`src/rtl/sprite_pkg.sv`:
```
// Shared types and defaults for the per-scanline sprite fetch engine.
package sprite_pkg;

    localparam int CORDW_DEF = 16;

    typedef enum logic [2:0] {
        IDLE,
        REG_POS,
        WAIT_POS,
        SPR_LINE,
        DONE
    } sprite_state_t;

endpackage

```
`src/rtl/sprite_line_draw.sv`:
```
// Per-line sprite ROM address walker that aligns pix/drawing with screen x.
// Optional feature: define SPRITE_TRANSP_EN to mask drawing on TRANSP pixels.
module sprite_line_draw
    import sprite_pkg::*;
#(
    parameter int               WIDTH  = 8,
    parameter int               HEIGHT = 8,
    parameter int               COLRW  = 4,
    parameter int               CORDW  = CORDW_DEF,
    parameter logic [COLRW-1:0] TRANSP = '0,
    localparam int              ADDRW  = $clog2(WIDTH * HEIGHT)
) (
    input  logic                    clk,
    input  logic                    rst_n,
    input  logic                    start,
    input  logic signed [CORDW-1:0] line,
    input  logic signed [CORDW-1:0] sx,
    input  logic signed [CORDW-1:0] sprx,
    input  logic signed [CORDW-1:0] spry,
    output logic [ADDRW-1:0]        rom_addr,
    input  logic [COLRW-1:0]        rom_data,
    output logic [COLRW-1:0]        pix,
    output logic                    drawing,
    output logic                    done,
    output sprite_state_t           state
);

    localparam int BXW = (WIDTH > 1) ? $clog2(WIDTH) : 1;

    sprite_state_t           state_d;
    logic [ADDRW-1:0]        rom_addr_d;
    logic                    drawing_q;
    logic                    drawing_d;
    logic [BXW-1:0]          bx;
    logic [BXW-1:0]          bx_d;
    logic signed [CORDW-1:0] sprx_q;
    logic signed [CORDW-1:0] sprx_d;

    logic signed [CORDW:0]   diff;
    logic signed [CORDW:0]   sx_ext;
    logic signed [CORDW:0]   trig_ext;
    logic                    covered;
    logic                    hit_x;
    logic [ADDRW-1:0]        row_base;

    // One extra bit so line - spry and sprx - 1 can never overflow.
    assign diff     = $signed({line[CORDW-1], line}) - $signed({spry[CORDW-1], spry});
    assign sx_ext   = $signed({sx[CORDW-1], sx});
    assign trig_ext = $signed({sprx_q[CORDW-1], sprx_q}) - $signed({{CORDW{1'b0}}, 1'b1});
    assign covered  = !diff[CORDW] && (diff < $signed((CORDW+1)'(HEIGHT)));
    assign hit_x    = (sx_ext == trig_ext);
    assign row_base = ADDRW'(int'(diff) * WIDTH);

    always_ff @(posedge clk) begin
        if (!rst_n) begin
            state     <= IDLE;
            rom_addr  <= '0;
            drawing_q <= 1'b0;
            bx        <= '0;
            sprx_q    <= '0;
        end else begin
            state     <= state_d;
            rom_addr  <= rom_addr_d;
            drawing_q <= drawing_d;
            bx        <= bx_d;
            sprx_q    <= sprx_d;
        end
    end

    always_comb begin
        state_d    = state;
        rom_addr_d = rom_addr;
        drawing_d  = drawing_q;
        bx_d       = bx;
        sprx_d     = sprx_q;
        // A new start always aborts whatever line is in progress.
        if (start) begin
            state_d   = REG_POS;
            drawing_d = 1'b0;
        end else begin
            case (state)
                IDLE: state_d = IDLE;
                REG_POS: begin
                    sprx_d = sprx;
                    if (covered) begin
                        rom_addr_d = row_base;
                        state_d    = WAIT_POS;
                    end else begin
                        state_d = DONE;
                    end
                end
                WAIT_POS: begin
                    if (hit_x) begin
                        rom_addr_d = rom_addr + ADDRW'(1);
                        drawing_d  = 1'b1;
                        bx_d       = '0;
                        state_d    = SPR_LINE;
                    end
                end
                SPR_LINE: begin
                    bx_d = bx + BXW'(1);
                    // The fetch after the last pixel is unused, so hold the address there.
                    if (bx == BXW'(WIDTH - 1)) begin
                        drawing_d = 1'b0;
                        state_d   = DONE;
                    end else begin
                        rom_addr_d = rom_addr + ADDRW'(1);
                    end
                end
                DONE:    state_d = IDLE;
                default: state_d = IDLE;
            endcase
        end
    end

    assign done = (state == DONE);
    assign pix  = rom_data;

`ifdef SPRITE_TRANSP_EN
    assign drawing = drawing_q && (rom_data != TRANSP);
`else
    logic unused_transp;
    assign unused_transp = ^TRANSP;
    assign drawing       = drawing_q;
`endif

endmodule

```
`config.mk`:
```
export PLATFORM = sky130hd
export DESIGN_NAME = sprite_line_draw
export DESIGN_NICKNAME = d
export VERILOG_FILES = /design/src/rtl/sprite_pkg.sv /design/src/rtl/sprite_line_draw.sv
export SDC_FILE = /design/constraint.sdc
export NUM_CORES = 1
export LEC_CHECK = 0
export BUFFER_PORTS_ARGS = -buffer_cell sky130_fd_sc_hd__buf_2
export CORE_MARGIN = 10
export CORE_UTILIZATION = 45
export DETAILED_ROUTE_END_ITERATION = 16
export MAX_ROUTING_LAYER = met4
export PLACE_DENSITY = 0.7
export SYNTH_ARGS = -nofsm -noshare
export SYNTH_HDL_FRONTEND = slang
export SYNTH_SLANG_ARGS = --single-unit
```
`constraint.sdc`:
```
create_clock -name clk -period 5.55 [get_ports clk]
set_clock_uncertainty 0.2 [all_clocks]
set_input_delay 1.11 -clock clk [delete_from_list [all_inputs] [get_ports clk]]
set_output_delay 1.11 -clock clk [all_outputs]
set_load 0.03 [all_outputs]
```
# Word level (Yosys, flattened, before mapping)
# Cells that the tools add are included.
# totals
regBits,29
latchBits,0
ramBits,0
romBits,0
inputBits,71
output_inout_bits,15
word_cells,50
memories,0
# classes
addsub,4
n_mul,0
div_mod_pow,0
n_lt_le_gt_ge,1
eq_ne,12
shifts,0
n_mux,14
bitwise,2
reduce_logical,11
# op_table
operator,count
2-to-1 mux 6 bit,3
one-hot mux 6 bit (3 select lines),1
equality test 16 x 17 -> 1 bit,1
less-than comparator 17 x 5 -> 1 bit (second input constant),1
subtractor 16 x 16 -> 17 bit,1
subtractor 16 x 2 -> 17 bit (second input constant),1
2-to-1 mux 3 bit,4
one-hot mux 3 bit (3 select lines),1
inequality test 2 bit (second input constant),4
adder 6 x 1 -> 6 bit (second input constant),1
equality test 3 x 2 -> 1 bit (second input constant),2
equality test 3 bit (second input constant),2
inequality test 3 bit (second input constant),2
one-hot mux 3 bit (2 select lines),1
AND reduction 2 bit,3
AND reduction 3 bit,2
AND reduction 5 bit,1
adder 3 x 1 -> 3 bit (second input constant),1
equality test 3 x 1 -> 1 bit (second input constant),1
2-to-1 mux 1 bit,3
nonzero test 3 bit,1
NOT 1 bit,2
one-hot mux 1 bit (2 select lines),1
nonzero test 2 bit,1
other kinds (3),3

# Depth between registers and ports, before layout
# Gate-level depths: netlist (run 1).
# logic_depth
ltp_word,6
depth_mapped,13
ltp_nobuf,12

# Worst setup path before layout (run 1)
# OpenSTA, ideal clock, no wires.
# synth_timing
kind,input to register
startpoint,input port spry[5]
endpoint,register rom_addr[0]
setup_ps,115
arrival_ps,4013
required_ps,5235
slack_ps,1222
stages,12
n_path_buf,1
path_cell_list,inv_1 > ha_1 > or3_1 > or2_0 > a2111o_1 > a2111oi_1 > o21ai_1 > or4_1 > o41a_1 > buf_2 > a21oi_1 > nor2b_1
# synth_between
elab_chain_len,5
word_cells_on_any_way,6
classes_between,add/sub (1); order compare (1); eq/ne (1); reduce/logical (3)
# synth_rtl
item,line,rtl
from (decl),sprite_line_draw.sv:19,"input logic signed [CORDW-1:0] spry,"
subtractor 16 x 16 -> 17 bit *,sprite_line_draw.sv:47,"assign diff = $signed({line[CORDW-1], line}) - $signed({spry[CORDW-1], spry});"
less-than comparator 17 x 5 -> 1 bit / logical NOT 1 bit (equally long branches),sprite_line_draw.sv:50,assign covered = !diff[CORDW] && (diff < $signed((CORDW+1)'(HEIGHT)));
logical AND 1 bit *,sprite_line_draw.sv:50,
inequality test 2 bit (no source line) *,--,
AND reduction 5 bit (no source line) *,--,
to (signal assigned),sprite_line_draw.sv:63,rom_addr <= rom_addr_d;
to (decl),sprite_line_draw.sv:20,"output logic [ADDRW-1:0] rom_addr,"
# Every way passes the cells marked *; elsewhere a longest branch is shown, timed or not.
# A chain may end at the register's enable or synchronous reset.

# Final worst setup path (run 1)
# layout_timing
startpoint,input port line[5]
endpoint,register rom_addr[1]
# layout_between
elab_chain_len,5
word_cells_on_any_way,6
classes_between,add/sub (1); order compare (1); eq/ne (1); reduce/logical (3)
# layout_rtl
item,line,rtl
from (decl),sprite_line_draw.sv:16,"input logic signed [CORDW-1:0] line,"
subtractor 16 x 16 -> 17 bit *,sprite_line_draw.sv:47,
less-than comparator 17 x 5 -> 1 bit / logical NOT 1 bit (equally long branches),sprite_line_draw.sv:50,
logical AND 1 bit *,sprite_line_draw.sv:50,
inequality test 2 bit (no source line) *,--,
AND reduction 5 bit (no source line) *,--,
# Marks and branches as above.

==> metrics.md, run 1 <==
| Metric | Value |
|---|---|
| Status | `finished, final reports clean` |
| FF+latch count, synth | `29` |
| Initial antenna violation count | `0` |
| Endpoint class of the critical path | `flop` |
| CTS root buf | `clkbuf_8` |
| Data arrival, critical path | `4.51 ns` |
| Vias in the first global route | `a little under 3000` |
| Initial DRT Pass Iterations | `4` |
| Fill cells | `617` |
| Worst Max-Slew Pin Slew | `0.8251 ns` |
| DR WL/cell | `14.37 um` |
| Core Box Area | `6277 um^2` |
| Crit share post-route | `between 80 and 90%` |
| Synth cell types | `65` |
| Area contributors post-synth | `dfxtp_1, ha_1, nand2_1` |
| # diodes | `0` |
| Post-synth top area cell | `dfxtp_1` |
| # resized after CTS | `0` |
| Bufs on Longest Clock Path | `2` |
| CTS tree | `yes` |
| Most frequent cells in the layout | `buf_2, nand2_1, dfxtp_1` |
| Clock Latency Late Sink | `approximately 0.29 ns` |
| Total number of vias | `a little over 3000` |
| Total CTS buffers | `5` |
| Fmax | `0.2225 GHz` |
| Crit path max-delay family | `compound AO/OA/AOI/OAI gates` |
| Setup repair bufs after CTS | `0` |
| RSZ-0062 raised after global routing | `false` |
| Pwr dens | `~190 nW/um^2` |
| Most common cell after layout, fill and taps aside | `buf_2` |
| Post-Route Setup TNS | `0 ns` |
| Layout cells sized above 1 | `20.48%` |
| Worst reg-to-reg path cell count | `11` |
| Chip width | `99.78 um` |
| Worst path slowest cell | `o41a_1` |
| CTS Sinks | `29` |
| Largest net degree at the start of global routing | `32` |
| Setup CP Type | `in -> reg` |
| Gr ovfl total | `0` |
| Critical Path RT | `roughly 5.6 ns` |
| Io pins | `86` |
| Leakage power total | `between 1 and 1.5 nW` |
| Hold depth | `2` |
| Row count | `29` |
| Worst IR drop on VDD | `135.6 uV` |
| GP Congestion | `approximately 0.86` |
| Post-synth EDFFs | `0` |
| Post-synth ARST share | `0%` |
| DRC | `0` |
| Final setup vio count | `0` |
| Crit path launch type | `input port` |
| Cts hold-fix bufs | `0` |
| Area Growth Syn to Fin | `17.78%` |
| Synth Cell Area | `2864 um^2` |
| Worst path max stage delay | `roughly 0.58 ns` |
| Final ANT Viol Nets | `0` |
| DIE HEIGHT | `roughly 100 um` |
| Gate count of the mapped netlist | `394` |
| Vias per cell | `5.737` |
| Type of the most critical hold path | `reg -> reg` |
| Min Tclk post-route | `4.495 ns` |
| Most used DFF post-synth | `dfxtp_1` |
| PortBufs | `77` |
| Iter 0 DRT Violations | `154` |
| CTS H-tree lvls | `2` |
| Initial Utilization | `between 40% and 50%` |
| Clock transition at path regs | `0.07 ns` |
| Syn Nets | `486` |
| Seq/Total Area, Yosys | `20.27%` |
| Synth warn | `0` |
| Mapped Avg Cell Area | `7.269 um^2` |
| Die area | `9955 um^2` |
| Area share of the largest cell type after synthesis | `20.27%` |
| Layout net count | `550` |
| First-pass GRT wire length | `12770 um` |
| GRT Util Overall | `15.13%` |
| Hold WS | `0.2833 ns` |
| Stages on the worst setup path | `11` |
| Slew HR | `roughly 45%` |
| DP Wirelength | `6078 um` |
| Pins Over Slew Limit | `0` |
| Crit-path max FO | `11` |
| Final Hold Viols | `0` |
| Routed wire length | `7701 um` |
| CP Cell Sequence | `buf_2 -> ha_1 -> or3_1 -> a2111oi_0 -> o221ai_1 -> a2111oi_1 -> o21ai_1 -> or4_1 -> o41a_1 -> or2_0 -> a21boi_1` |
| Max-capacitance violation count | `0` |
| WP buf/inv | `1` |
final timing paths:
path	start	endpoint	slack [ns]
hold / removal	bx[1]	bx[1]	0.28
setup reg to reg	sprx_q[0]	rom_addr[1]	1.95
setup / recovery	line[5]	rom_addr[1]	1.06
hold reg to reg	bx[1]	bx[1]	0.28
layer usage:
| metal | global-route usage [%] | part of all wire, % | vias to the layer above | routed length (um) |
|---|---|---|---|---|
| met2 | 23.84 | 46 | 107 | 3519 |
| met1 | 18.91 | 46 | 1390 | 3545 |
| met4 | 4.520 | 1.2 | 0 | 93 |
| met5 | - | 0 | - | 0 |
| met3 | 3.297 | 7.0 | 9 | 542 |
| li1 | - | - | 1569 | - |
Yosys cell counts, types with 6 or more instances:
cell type   n
nand2_1    52
dfxtp_1    29
inv_1      26
a21boi_0   22
a21oi_1    22
nor2_1     21
ha_1       20
nor3_1     17
o21ai_0    16
clkbuf_1   15
xor2_1     10
nand2b_1    9
nand3_1     9
xnor2_1     9
nor4_1      7
nor2b_1     6
nor3b_1     6
or3_1       6
registers in the layout (all words and copies together) (netlist names):
register	cells
bx	3
drawing	1
rom_addr	6
sprx_q	16
state	3
final cells by class:
| class | count | area, um^2 | share of cell area, % |
|---|---|---|---|
| Multi-Input combinational cell | 318 | 2091 | 61.98 |
| Inverter | 26 | 97.59 | 2.893 |
| Timing Repair Buffer | 78 | 392.9 | 11.65 |
| Clock inverter | 3 | 46.29 | 1.372 |
| Sequential cell | 29 | 580.6 | 17.21 |
| Tap cell | 77 | 96.34 | 2.856 |
| Clock buffer | 5 | 68.82 | 2.040 |
stage by stage:
step	worst slack (ns)	area (um^2)	cells	total power, mW	utilization, %
floorplan	1.222	2864	394	0.3668	-
global placement	0.8767	3258	528	0.4139	51.90
detailed placement	0.7984	3258	528	0.4162	51.90
CTS	1.072	3373	536	0.6439	53.74
global route	0.7953	3373	536	0.6760	53.74
finish	1.055	3373	536	0.6397	53.74
where the power goes:
part	switching [mW]	internal, mW
logic	0.104	0.0894
clock network	0.0912	0.134
registers	0.00828	0.213
tightest hold or removal path, delay by kind of cell, from the launching register on:
kind | cells | cell delay [ns]
flops | 1 | 0.31
compound gates | 1 | 0.06
simple gates | 1 | 0.06
cell families after synthesis:
| logic type | share of synthesized area [%] |
|---|---|
| muxes | 0.6990 |
| adders and majority gates | 9.436 |
| and+or+nand+nor | 30.01 |
| AOI/OAI and AO/OA | 27.04 |
| buffers and inverters | 6.727 |
| xor gates and xnor gates | 5.810 |
| DFF | 20.27 |
No activity file was read; power rests on OpenSTA's default activity.
==> run 2: changes to the inputs <==
PLACE_DENSITY = 0.73   (was 0.7)
clock period = 3.6 ns   (was 5.55 ns; I/O delays follow)
==> run 2 against run 1 <==
Against the previous run:
- the run now ends with setup timing left
- via count increased by 4.1%
- total power increased by 66%
- register-to-register slack got worse by 1.6 ns
- first-iteration DRC count increased by 5.8%
- die area unchanged
- flip-flop and latch count unchanged
- combinational power increased by 89%
- setup slack got worse by 1.2 ns
- global-route usage increased by 1.4 points
- critical endpoint is now rom_addr[3]
- largest cell class unchanged
==> metrics.md, run 2 (same netlist as run 1, synthesis figures left out) <==
| Metric | Value |
|---|---|
| CTS Sinks | `29` |
| DRC | `0` |
| Most common cell after layout, fill and taps aside | `buf_2` |
| Iter 0 DRT Violations | `163` |
| Final ANT Viol Nets | `0` |
| Total CTS buffers | `5` |
| Final setup vio count | `6` |
| Layout net count | `584` |
| CTS tree | `yes` |
| Worst IR drop on VDD | `~230 uV` |
| DR WL/cell | `15.04 um` |
| Final Non-Filler Cells | `570` |
| Clock Latency Late Sink | `about 0.29 ns` |
| Clock transition at path regs | `roughly 0.060 ns` |
| Initial antenna violation count | `0` |
| Endpoint class of the critical path | `flop` |
| Slew HR | `54.86%` |
| Crit share post-route | `104.3%` |
| Most frequent cells in the layout | `buf_2, nand2_1, buf_4` |
| Setup CP Type | `in -> reg` |
| Crit path launch type | `input port` |
| Data arrival, critical path | `3.77 ns` |
| Fmax | `about 0.27 GHz` |
| Max-capacitance violation count | `0` |
| Registers with the most flip-flops | `sprx_q x16, rom_addr x6` |
| Slack of the critical path | `-0.1546 ns` |
| Pre-CTS setup slack | `-0.5711 ns` |
| RSZ-0062 raised after global routing | `true` |
| Layout cells sized above 1 | `29.41%` |
| Area Growth Syn to Fin | `31.72%` |
| Final Hold Viols | `0` |
| GP Congestion | `0.9188` |
| Routed wire length | `approximately 8600 um` |
| DIE HEIGHT | `99.78 um` |
| Vias per cell | `5.616` |
| Leakage power total | `1.638 nW` |
| PortBufs | `a little under 80` |
| GRT Util Overall | `16.51%` |
| Io pins | `86` |
| Post-Route Setup TNS | `-0.7493 ns` |
| CTS H-tree lvls | `2` |
| Initial DRT Pass Iterations | `4` |
| # diodes | `0` |
| CTS root buf | `clkbuf_8` |
| Gr ovfl total | `0` |
| Placed instance count | `558` |
| Most flop-heavy register | `sprx_q` |
| DP Wirelength | `6650 um` |
| Core Box Area | `6277 um^2` |
| Final core utilization | `60.10%` |
| First-pass GRT wire length | `13720 um` |
| Row count | `29` |
| Bufs on Longest Clock Path | `2` |
| Type of the most critical hold path | `reg -> reg` |
| Status | `finished, violations left` |
| Vias in the first global route | `3093` |
| Worst Max-Slew Pin Slew | `0.6720 ns` |
| Pins Over Slew Limit | `0` |
| Pwr dens | `between 200 and 300 nW/um^2` |
| FF-to-FF setup slack | `approximately 0.36 ns` |
| Chip width | `between 90 and 100 um` |
| Total number of vias | `3201` |
| Crit-path max FO | `4` |
| Initial Utilization | `45.62%` |
| Max FFs per register | `16` |
| Failing checks | `setup timing` |
| Largest net degree at the start of global routing | `32` |
| Die area | `9955 um^2` |
| Critical Path RT | `3.62 ns` |
| Min Tclk post-route | `3.755 ns` |
## run 2: changes by cell type in the layout (fill, tap and decap cells not counted), moves of 2 or more
| cell | delta |
|---|---|
| o22ai_2 | +2 |
| ha_4 | +2 |
| ha_1 | -2 |
| a21oi_2 | +2 |
| inv_1 | -2 |
| o22ai_1 | -2 |
| buf_4 | +32 |
| a21oi_1 | -2 |
## run 2: report_power, final
group | internal [mW] | leakage [nW] | switching [mW]
clock | 0.225 | 0.0574 | 0.134
combinational | 0.174 | 1.35 | 0.189
sequential | 0.328 | 0.235 | 0.0112
## run 2: worst max-delay path, stage by stage
cell,delay [ns]
buf_8,0.09
inv_12,0.03
ha_4,0.22
or3_4,0.40
a2111oi_2,0.39
o221ai_2,0.18
a2111oi_4,0.36
o21ai_1,0.11
or4_4,0.46
o41a_1,0.40
buf_4,0.18
buf_6,0.11
o22ai_2,0.12
## run 2: metrics by stage
step | instance area (um^2) | power [mW] | hold slack [ns]
6_report | 3772 | 1.061 | 0.2820
5_1_grt | 3772 | 1.116 | 0.3118
2_1_floorplan | 2928 | 0.5736 | 0.2576
4_1_cts | 3707 | 1.049 | 0.2866
3_3_place_gp | 3541 | 0.6793 | 0.2696
3_5_place_dp | 3541 | 0.6880 | 0.2778
## run 2: final cells by class
| cell class | instances | area (um^2) |
|---|---|---|
| fill | 591 | 2505 |
| multi-input combinational | 319 | 2211 |
| timing repair buffer | 111 | 654.4 |
| sequential | 29 | 580.6 |
| inverter | 26 | 110.1 |
| tap | 77 | 96.34 |
| clock buffer | 6 | 82.58 |
| clock inverter | 2 | 37.54 |
## run 2: timing repair
item | in CTS | in global routing
pin swaps | 5 | 7
gates resized for setup | 9 | 9
buffers inserted | 0 | 3
hold buffers | 0 | 0
hold endpoints to repair | 0 | 0
gates cloned | 1 | 0
endpoints found under the setup margin | 7 | 8
## run 2: final timing paths
check / startpoint / endpoint / cells after the start
max: spry[5] / rom_addr[3] / 13
min: rom_addr[5] / rom_addr[5] / 2
min reg2reg: rom_addr[5] / rom_addr[5] / 2
max reg2reg: sprx_q[0] / rom_addr[3] / 12
## run 2: per-layer routing
layer / wire length, um / vias up / share of wire, % / track usage, %
met3: 397 / 10 / 4.6 / 3.297
met1: 3831 / 1484 / 45 / 19.63
met2: 4218 / 73 / 49 / 27.82
met4: 125 / 0 / 1.5 / 4.190
met5: 0 / - / 0 / -
li1: - / 1634 / - / -
==> run 3: changes to the inputs <==
PLACE_DENSITY = 0.74   (was 0.73)
==> run 3 against run 2 <==
Against the previous run:
- critical path type unchanged
- die area stayed put
- the run still ends with setup timing left
- critical path depth stayed put
- worst hold slack better by 0.0072 ns
- sequential share of layout area is 0.32 points higher
- first-iteration DRC count is 39% higher
==> metrics.md, run 3 (same netlist as run 1, synthesis figures left out) <==
| Metric | Value |
|---|---|
| Final Hold Viols | `0` |
| DIE HEIGHT | `99.78 um` |
| Total CTS buffers | `5` |
| Bufs on Longest Clock Path | `2` |
| Combinational power share | `a little over a third` |
| Io pins | `86` |
| Max-capacitance violation count | `0` |
| DR WL/cell | `14.16 um` |
| RSZ-0062 raised after global routing | `true` |
| Reg-to-Reg Start | `sprx_q[0]` |
| Initial DRT Pass Iterations | `4` |
| Clock transition at path regs | `0.06 ns` |
| Total number of vias | `3165` |
| Layout net count | `579` |
| Worst path max stage delay | `0.45 ns` |
| Pwr dens | `about 270 nW/um^2` |
| Clock Latency Late Sink | `0.28 ns` |
| Crit share post-route | `102.4%` |
| Final ANT Viol Nets | `0` |
| Worst path slowest cell | `a2111o_1` |
| Cts hold-fix bufs | `0` |
| Crit-path max FO | `5` |
| Vias per cell | `~5.6` |
| Leakage power total | `~1.6 nW` |
| Worst IR drop on VDD | `roughly 170 uV` |
| Die area | `9955 um^2` |
| Endpoint class of the critical path | `flop` |
| Area Growth Syn to Fin | `29.05%` |
| Iter 0 DRT Violations | `226` |
| Largest net degree at the start of global routing | `32` |
| Crit path launch type | `input port` |
| Crit path max-delay family | `compound AO/OA/AOI/OAI gates` |
| Min Tclk post-route | `3.686 ns` |
| GP Congestion | `0.8640` |
| WP buf/inv | `3` |
| Layout cells sized above 1 | `~28%` |
| Row count | `29` |
| CTS root buf | `clkbuf_8` |
| Clock power frac | `a little under a third` |
| GRT Util Overall | `between 10% and 20%` |
| CTS H-tree lvls | `2` |
| Switching power share of the total | `32.40%` |
| PortBufs | `77` |
| Status | `finished, violations left` |
| Chip width | `99.78 um` |
| # diodes | `0` |
| Data arrival, critical path | `3.65 ns` |
| Hold WS | `0.2892 ns` |
| P_int | `0.6737 mW` |
| CP Cell Sequence | `buf_8 -> inv_12 -> ha_4 -> or3_4 -> or2_0 -> a2111o_1 -> a2111oi_4 -> o21ai_1 -> or4_4 -> o41a_1 -> buf_6 -> a21oi_2 -> o22ai_1` |
| Setup CP Type | `in -> reg` |
| DP Wirelength | `6456 um` |
| Hold path start | `bx[1]` |
| Sequential Power Share | `34.0%` |
| Final setup vio count | `6` |
| Gr ovfl total | `0` |
| Worst Max-Slew Pin Slew | `0.6987 ns` |
| Type of the most critical hold path | `reg -> reg` |
| Slack of the critical path | `-0.08645 ns` |
| Most frequent cells in the layout | `buf_2, nand2_1, dfxtp_1` |
| Initial Utilization | `45.62%` |
| Routed wire length | `between 8000 and 9000 um` |
| Most flop-heavy register | `sprx_q` |
| CTS tree | `yes` |
| Slew HR | `53.06%` |
| Final core utilization | `between 50% and 60%` |
| Failing checks | `setup timing` |
| Pins Over Slew Limit | `0` |
| Initial antenna violation count | `0` |
| Fmax | `between 0.2 and 0.3 GHz` |
| Registers with the most flip-flops | `sprx_q x16, rom_addr x6` |
| Max FFs per register | `16` |
| Setup repair bufs after CTS | `0` |
| Core Box Area | `6277 um^2` |
| Critical Path RT | `3.57 ns` |
| Crit path from | `spry[5]` |
| First-pass GRT wire length | `~13000 um` |
| CTS Sinks | `29` |
| Sw Pwr | `~0.32 mW` |
| DRC | `0` |
| Vias in the first global route | `3061` |
| Most common cell after layout, fill and taps aside | `buf_2` |
## run 3: path summary, 6_finish.rpt
kind / to / slack [ns] / depth (start not counted)
worst max register to register: rom_addr[2] / 0.41 / 12
worst min-delay path: bx[1] / 0.29 / 2
worst max-delay path: rom_addr[2] / -0.09 / 13
worst min register to register: bx[1] / 0.29 / 2
## run 3: per-stage QoR
step	worst slack (ns)	std cells	power [mW]	TNS (ns)	instance area, um^2
CTS	-0.04670	565	0.9880	-0.1495	3651
detailed placement	-0.4366	556	0.6850	-2.901	3526
floorplan	-0.1023	394	0.5736	-0.5297	2928
global route	-0.2374	565	1.063	-1.398	3696
global placement	-0.3923	556	0.6769	-2.579	3526
finish	-0.08645	565	0.9965	-0.3645	3696
## run 3: metal layers
layer	share of wire [%]	vias up	track usage [%]	wire, um
met5	0	-	-	0
met4	1.2	0	3.859	93
met3	5.3	11	2.953	428
met2	47	82	25.88	3725
met1	47	1453	20.14	3754
li1	-	1619	-	-
## run 3: layout make-up
type / count / area, um^2
Tap cell: 77 / 96.34
Timing Repair Buffer: 107 / 621.8
Sequential cell: 29 / 580.6
Inverter: 26 / 110.1
Clock inverter: 1 / 5.005
Clock buffer: 7 / 96.34
Multi-Input combinational cell: 318 / 2186
Fill cell: 592 / 2581
## run 3: power groups by stage
| stage | Sequential, mW | Combinational, mW | Clock, mW |
|---|---|---|---|
| after global routing | 0.340 | 0.400 | 0.322 |
| after detailed placement | 0.346 | 0.339 | 0 |
| after CTS | 0.339 | 0.343 | 0.307 |
| final | 0.339 | 0.357 | 0.300 |
| after global placement | 0.345 | 0.331 | 0 |
| after floorplan | 0.342 | 0.231 | 0 |
## run 3: timing repair
action                     CTS  global route
pin swaps                    2             1
gates cloned                 1             0
setup endpoints to repair    7             7
resized for setup            6             7
## run 3: worst reg2reg max path, cell delays in order, from the launching register on
cell	delay, ns
dfxtp_1	0.32
inv_1	0.06
ha_1	0.17
or4b_2	0.62
nor4_1	0.40
nand4b_1	0.14
nand3_1	0.10
a22oi_1	0.10
o41a_1	0.47
o41a_1	0.17
buf_6	0.16
a21oi_2	0.10
o22ai_1	0.09
